`src/rtl/vc_arbiter.sv`:
```
// vc_arbiter: merges the per-VC flit streams of one router input port into a
// single registered flit stream. VCs are granted round-robin on head flits and
// then hold the output (wormhole lock) until their tail flit is accepted.
//
// Handshake: a transfer on any interface happens in a cycle where valid and
// ready are both high at the rising edge. in_ready never depends on in_flit,
// and out_* hold steady while out_valid is high and out_ready is low.
module vc_arbiter #(
   parameter int N_VIRT_CHN = 2,
   parameter int FLIT_WIDTH = 34,
   parameter int VC_W       = $clog2(N_VIRT_CHN)
) (
   input  logic                             clk,
   input  logic                             arst,
   input  logic [N_VIRT_CHN-1:0]            in_valid,
   output logic [N_VIRT_CHN-1:0]            in_ready,
   input  logic [N_VIRT_CHN*FLIT_WIDTH-1:0] in_flit,
   input  logic [N_VIRT_CHN-1:0]            in_head,
   input  logic [N_VIRT_CHN-1:0]            in_tail,
   output logic                             out_valid,
   input  logic                             out_ready,
   output logic [FLIT_WIDTH-1:0]            out_flit,
   output logic                             out_head,
   output logic                             out_tail,
   output logic [VC_W-1:0]                  out_vc_id,
   output logic                             locked
);

   typedef enum logic {
      S_IDLE   = 1'b0,
      S_LOCKED = 1'b1
   } state_t;

   state_t                state;
   logic [VC_W-1:0]       rr_ptr;
   logic [VC_W-1:0]       lock_vc;

   logic                  slot_free;
   logic [N_VIRT_CHN-1:0] grant;
   logic [VC_W-1:0]       grant_idx;
   logic [VC_W-1:0]       cand;
   logic                  found;
   logic                  xfer;
   logic [FLIT_WIDTH-1:0] sel_flit;
   logic                  sel_head;
   logic                  sel_tail;

   // Successor of a VC index with wrap from N_VIRT_CHN-1 back to 0.
   function automatic logic [VC_W-1:0] next_vc(input logic [VC_W-1:0] v);
      if (int'(v) == N_VIRT_CHN - 1) begin
         return '0;
      end
      return v + 1'b1;
   endfunction

   // The output register can take a new flit when empty or being drained.
   assign slot_free = !out_valid || out_ready;

   // Grant selection: locked VC owns the slot, otherwise first head from rr_ptr.
   always_comb begin
      grant     = '0;
      grant_idx = '0;
      cand      = '0;
      found     = 1'b0;
      if (arst && slot_free) begin
         if (state == S_LOCKED) begin
            grant[lock_vc] = 1'b1;
            grant_idx      = lock_vc;
         end else begin
            for (int k = 0; k < N_VIRT_CHN; k++) begin
               cand = VC_W'((int'(rr_ptr) + k) % N_VIRT_CHN);
               if (!found && in_valid[cand] && in_head[cand]) begin
                  found       = 1'b1;
                  grant[cand] = 1'b1;
                  grant_idx   = cand;
               end
            end
         end
      end
   end

   assign in_ready = grant;
   assign xfer     = |(in_valid & grant);
   assign sel_flit = in_flit[grant_idx*FLIT_WIDTH +: FLIT_WIDTH];
   assign sel_head = in_head[grant_idx];
   assign sel_tail = in_tail[grant_idx];
   assign locked   = (state == S_LOCKED);

   // Output register plus lock/round-robin state, advanced on accepted flits.
   always_ff @(posedge clk) begin
      if (!arst) begin
         state     <= S_IDLE;
         rr_ptr    <= '0;
         lock_vc   <= '0;
         out_valid <= 1'b0;
         out_flit  <= '0;
         out_head  <= 1'b0;
         out_tail  <= 1'b0;
         out_vc_id <= '0;
      end else begin
         if (xfer) begin
            out_valid <= 1'b1;
            out_flit  <= sel_flit;
            out_head  <= sel_head;
            out_tail  <= sel_tail;
            out_vc_id <= grant_idx;
         end else if (out_ready) begin
            out_valid <= 1'b0;
         end

         case (state)
            S_IDLE: begin
               // Only head flits are granted here; a single-flit packet
               // releases the slot at once and moves the pointer on.
               if (xfer) begin
                  if (sel_tail) begin
                     rr_ptr <= next_vc(grant_idx);
                  end else begin
                     state   <= S_LOCKED;
                     lock_vc <= grant_idx;
                  end
               end
            end
            S_LOCKED: begin
               // A stray head flit inside the packet passes through; only
               // the tail ends the lock.
               if (xfer && sel_tail) begin
                  state  <= S_IDLE;
                  rr_ptr <= next_vc(lock_vc);
               end
            end
            default: state <= S_IDLE;
         endcase
      end
   end

endmodule

```
`config.mk`:
```
export PLATFORM = sky130hd
export DESIGN_NAME = vc_arbiter
export DESIGN_NICKNAME = d
export VERILOG_FILES = /design/src/rtl/vc_arbiter.sv
export SDC_FILE = /design/constraint.sdc
export NUM_CORES = 1
export LEC_CHECK = 0
export ABC_AREA = 1
export CORE_ASPECT_RATIO = 0.75
export CORE_MARGIN = 5
export CORE_UTILIZATION = 37
export CTS_CLUSTER_DIAMETER = 50
export DETAILED_ROUTE_END_ITERATION = 8
export PLACE_DENSITY = 0.88
export SLEW_MARGIN = 0
export SYNTH_ARGS = -nofsm -noshare
export SYNTH_HDL_FRONTEND = slang
export SYNTH_SLANG_ARGS = --single-unit
```
`constraint.sdc`:
```
create_clock -name clk -period 1.65 [get_ports clk]
set_input_delay 0.4125 -clock clk [delete_from_list [all_inputs] [get_ports clk]]
set_output_delay 0.4125 -clock clk [all_outputs]
set_load 0.02 [all_outputs]
```
==> After elaboration in Yosys (flattened, before gate mapping) <==
Index checks and enable logic that the tools add are counted.
{ "totals": {"ff_bits": 41, "input_bits": 77, "out_inout_bits": 41, "wordCells": 96} }
{ "op_classes": {"muxes": 54, "order_cmp": 7, "mul": 1, "reduce_logical": 15, "n_bitwise": 4, "n_eq_ne": 3, "shifts": 1, "addsub": 3} }
{ "op_table": {"columns": ["cell", "n"], "rows": [
  ["68-bit by 8-bit indexed part select with 34-bit output", 1],
  ["1-bit two-way mux", 43],
  ["2-bit two-way mux", 6],
  ["1-bit logical AND", 8],
  ["1-bit by 2-bit < comparator with 1-bit output (second input constant)", 4],
  ["1-bit by 5-bit multiplier with 6-bit output (second input constant)", 1],
  ["3-bit AND reduction", 2],
  ["2-bit != test (second input constant)", 2],
  ["1-bit case mux with 2 select lines", 2],
  ["1-bit adder (second input constant)", 3],
  ["1-bit demux with 1-bit select", 3],
  ["1-bit greater-or-equal comparator (second input constant)", 3],
  ["2-bit bitwise AND", 1],
  ["1-bit zero test", 2],
  ["2-bit by 1-bit != test with 1-bit output (second input constant)", 1],
  ["1-bit NOT", 2],
  ["2-bit OR", 1],
  ["2-bit nonzero test", 1],
  ["2-bit OR reduction", 1],
  ["1-bit logical OR", 1]
]} }

==> Longest topological paths before layout <==
{ "depth": {"depth_word": 22, "mapped_depth": 14, "mapped_depth_nobuf": 13} }

==> Worst setup path after synthesis <==
Ideal clock, no wire load.
{ "synth_path": {"path_type": "register to output", "startpoint": "register with a tool-made name", "endpoint": "output port in_ready[0]", "stages_incl_launch_ff": 5, "arrival_time_ns": 1.216, "required_ns": 1.237, "slack_ns": 0.021, "n_path_buf": 0, "cell_sequence": "dfxtp_1 -> inv_1 -> nor2_1 -> nor2_1 -> a21oi_1"} }
{ "synth_lines": {"columns": ["element", "line_no", "text"], "rows": [
  ["to (decl)", "16", "output logic [N_VIRT_CHN-1:0] in_ready,"]
]} }

==> Worst setup path after layout <==
{ "layout_path": {"startpoint": "register rr_ptr", "endpoint": "output port in_ready[0]"} }
{ "layout_via": {"elab_chain_len": 12, "word_cells_on_any_way": 33, "classes_between": "add/sub (1); order compare (4); mux (21); bitwise (1); reduce/logical (6)"} }
{ "layout_lines": {"columns": ["element", "line_no", "text"], "rows": [
  ["from (decl)", "35", "logic [VC_W-1:0] rr_ptr;"],
  ["from (signal assigned)", "117", "rr_ptr <= next_vc(grant_idx);"],
  ["from (signal assigned)", "129", "rr_ptr <= next_vc(lock_vc);"],
  ["parallel branches: the longest is 9 deep, another holds 1-bit by 2-bit < comparator with 1-bit output", null, null],
  ["2-bit two-way mux (*)", "72", "if (!found && in_valid[cand] && in_head[cand]) begin"],
  ["2-bit two-way mux (*)", "66", "if (state == S_LOCKED) begin"],
  ["2-bit two-way mux (*)", "65", "if (arst && slot_free) begin"]
]} }
Mark *: on every way between the ends. The select of a mux whose other input is x is not followed.

==> impl_results.md <==
- Outcome: complete, but fails checks
- Failing checks: setup timing
- Largest net degree at the start of global routing: 42
- Clock sinks: 41
- Yosys reg bits: 41
- Area contributors post-synth: dfxtp_1, o21ai_0, a21oi_1, or2_0, o21ai_1
- Routed wl met2: 3.048 mm
- Post-DP HPWL: 4.604 mm
- Initial DRC Count: 69
- CTS buffer count: 5
- Routed wire length: 6.499 mm
- Fill count: 484
- Yosys cell types: 20
- Final net count: 464
- Sw Share: 31.04%
- Kind of end point of the critical path: output pin
- Synth area leader: dfxtp_1
- Synth-to-Final Area Change: 77.46%
- Clock transition at path regs: 0.07 ns
- Layout Cells excl Fill: 463
- N_diodes: 0
- Required @ worst endpoint: 1.24 ns
- R2R depth: 12
- Clock root buffer: clkbuf_8
- Critical path class: flop to output pin
- Clock Tree Buf Depth: 2
- Worst Tran Pin Value: 0.3584 ns
- Crit share post-route: 107.6%
- DR vias: 2,234
- Post-Syn Area: 0.001971 mm^2
- Maxcap violations: 0
- Max FO, Critical Path: 6
- Die Y: 73.20 um
- P_int: 1.999 mW
- Total core area: 0.005266 mm^2
- Metal3 WL: 726 um
- Synth top area share: 41.65%
- Hold path depth: 2
- ANT nets after route: 0
- Hold WS: 0.4714 ns
- Switching power: 900.0 uW
- Finished Core Util: 66.41%
- Leak: 1.710 nW
- Initial antenna violation count: 0
- HP Class: flop to flop
- Setup Viol. Count Final: 19
- H-tree lvl count: 2
- Achievable Freq: 0.5631 GHz
- Total die area: 0.006901 mm^2
- Maximum VDD drop: 0.0003809 V
- Hold Fails Final Rpt: 0
- DR pass1 iterations: 4
- Min Tclk post-route: 1.776 ns
- Worst setup SP type: flop
- RSZ-0062 raised after global routing: yes
- Clk Latency, worst-skew pair: 0.28 ns
- Pins Over Slew Limit: 0
- RR Startpoint: rr_ptr
- Critical path startpoint: rr_ptr
- WP data arrival: 1.36 ns
- Grt total ovfl: 0
- HP Start: out_tail
- CTS tree: yes
- Global-route wire length before repair: 9.749 mm
- Via/cell ratio: 4.825
- Port Buffers: 117
- Synth Area per Inst: 7.493 um^2
- Routed wire per std cell: 14.04 um
- Slew HR: 76.10%
- Wl on met1: 2.663 mm
- Sequential-to-total area share from yosys stat: 41.65%
- Fraction of layout cells with a size suffix above 1: 14.69%
- Chip width: 94.27 um
- Residual DRC: 0
- Gate power share: 36.3%
- Power Dens Cells: 829.1 mW/mm^2
- IO Pins: 118
- Total GRT Usage: 17.83%
- Synthesized instance count: 263
- Cell count after placement: 448
- Vias in the first global route: 2,214
- Rows: 23
- Clock power frac: 23.9%
- Final worst slack: -0.1260 ns
- Initial core utilization: 37.42%
- DR top layer: met4
- Mapped Nets: 340
- Setup Skew: 0.004768 ns
- Warnings, synthesis: 0
- Flop pwr share: 39.9%
- GPL Wtd Cong: 0.7716
==> per-stage QoR <==
| stage | setup WS, ns | instance area [um^2] | setup TNS, ns | total power [mW] |
|---|---|---|---|---|
| CTS | -0.08972 | 3313 | -0.1643 | 2.852 |
| global route | -0.2014 | 3497 | -4.722 | 3.090 |
| floorplan | 0.02112 | 1971 | 0 | 1.685 |
| detailed placement | -0.7883 | 3217 | -22.20 | 2.187 |
| finish | -0.1260 | 3497 | -0.4984 | 2.899 |
| global placement | -0.7395 | 3217 | -19.02 | 2.160 |
==> registers in the layout (all words and copies together), names as in the netlist, named ones only <==
signal,flops
out_flit,34
lock_vc,1
out_head,1
out_tail,1
out_valid,1
out_vc_id,1
rr_ptr,1
==> metal layers <==
| layer | up-vias | global-route usage (%) |
|---|---|---|
| li1 | 1131 | - |
| met4 | 0 | 4.167 |
| met2 | 84 | 30.27 |
| met5 | - | 0 |
| met1 | 1010 | 20.09 |
| met3 | 9 | 9.072 |
==> Yosys cell counts (all sizes together) <==
master and number:
or2 34, nor2 13, nand3 8, o21bai 1, dfxtp 41, o211ai 1
buf 15, nand2 23, o21ai 73, a21oi 37, clkbuf 4, inv 12
a21boi 1
==> cells by family after synthesis <==
logic type,after synthesis,synth area share [%]
AOI/OAI and AO/OA,113,29.08
and+or+nand+nor,78,20.83
DFF,41,41.65
buffers and inverters,31,8.444
==> worst max-delay path: stages (launching register included) <==
cell and delay (ns):
dfxtp_4 0.37, inv_4 0.07, nand2_4 0.05, buf_4 0.14, nor2_4 0.08, nor2_2 0.06, a21oi_2 0.15, buf_4 0.16
==> final cells by class <==
type / instances / area (um^2) / area share [%]
clock inverter: 1 / 5.005 / 0.1431
tap: 75 / 93.84 / 2.683
sequential: 41 / 825.8 / 23.61
multi-input combinational: 191 / 1026 / 29.34
timing repair buffer: 136 / 1400 / 40.04
clock buffer: 7 / 96.34 / 2.755
inverter: 12 / 50.05 / 1.431
==> final timing paths <==
check | endpoint | slack [ns]
worst max-delay path | in_ready[0] | -0.13
worst max register to register | out_valid | -0.11
worst min register to register | out_tail | 0.47
worst min-delay path | out_tail | 0.47
==> layout by cell type (no fill, tap or decap), types with 2 or more instances in the layout <==
master | netlist | routed
nor2_1 | 12 | 8
buf_6 | 5 | 4
or2_0 | 28 | 28
nand3_2 | 1 | 2
nand2_4 | 0 | 2
o21ai_1 | 29 | 36
nor2_2 | 1 | 4
nand3_1 | 7 | 6
a21oi_1 | 37 | 36
dlygate4sd2_1 | 0 | 29
buf_4 | 0 | 12
dfxtp_1 | 41 | 39
clkbuf_16 | 0 | 2
clkbuf_8 | 0 | 7
buf_12 | 0 | 3
or2_2 | 6 | 6
o21ai_0 | 44 | 36
inv_1 | 10 | 9
dlymetal6s2s_1 | 0 | 16
nand2_2 | 6 | 6
nand2_1 | 17 | 15
clkdlybuf4s50_1 | 0 | 70
inv_4 | 0 | 2
==> power groups by stage <==
| stage | sequential, mW | combinational, mW | clock, mW |
|---|---|---|---|
| final | 1.16 | 1.05 | 0.692 |
| after global routing | 1.17 | 1.15 | 0.770 |
| after CTS | 1.15 | 0.981 | 0.718 |
| after detailed placement | 1.18 | 1.01 | 0 |
| after global placement | 1.17 | 0.989 | 0 |
| after floorplan | 1.31 | 0.376 | 0 |
==> what timing repair did <==
item / in CTS / in global routing
endpoints found under the hold margin: 0 / 0
hold buffers: 0 / 0
gates cloned: 0 / 2
pin swaps: 3 / 5
resized for setup: 48 / 43
setup endpoints to repair: 66 / 59
setup buffers: 2 / 3
Power figures use the tool's default switching activity.
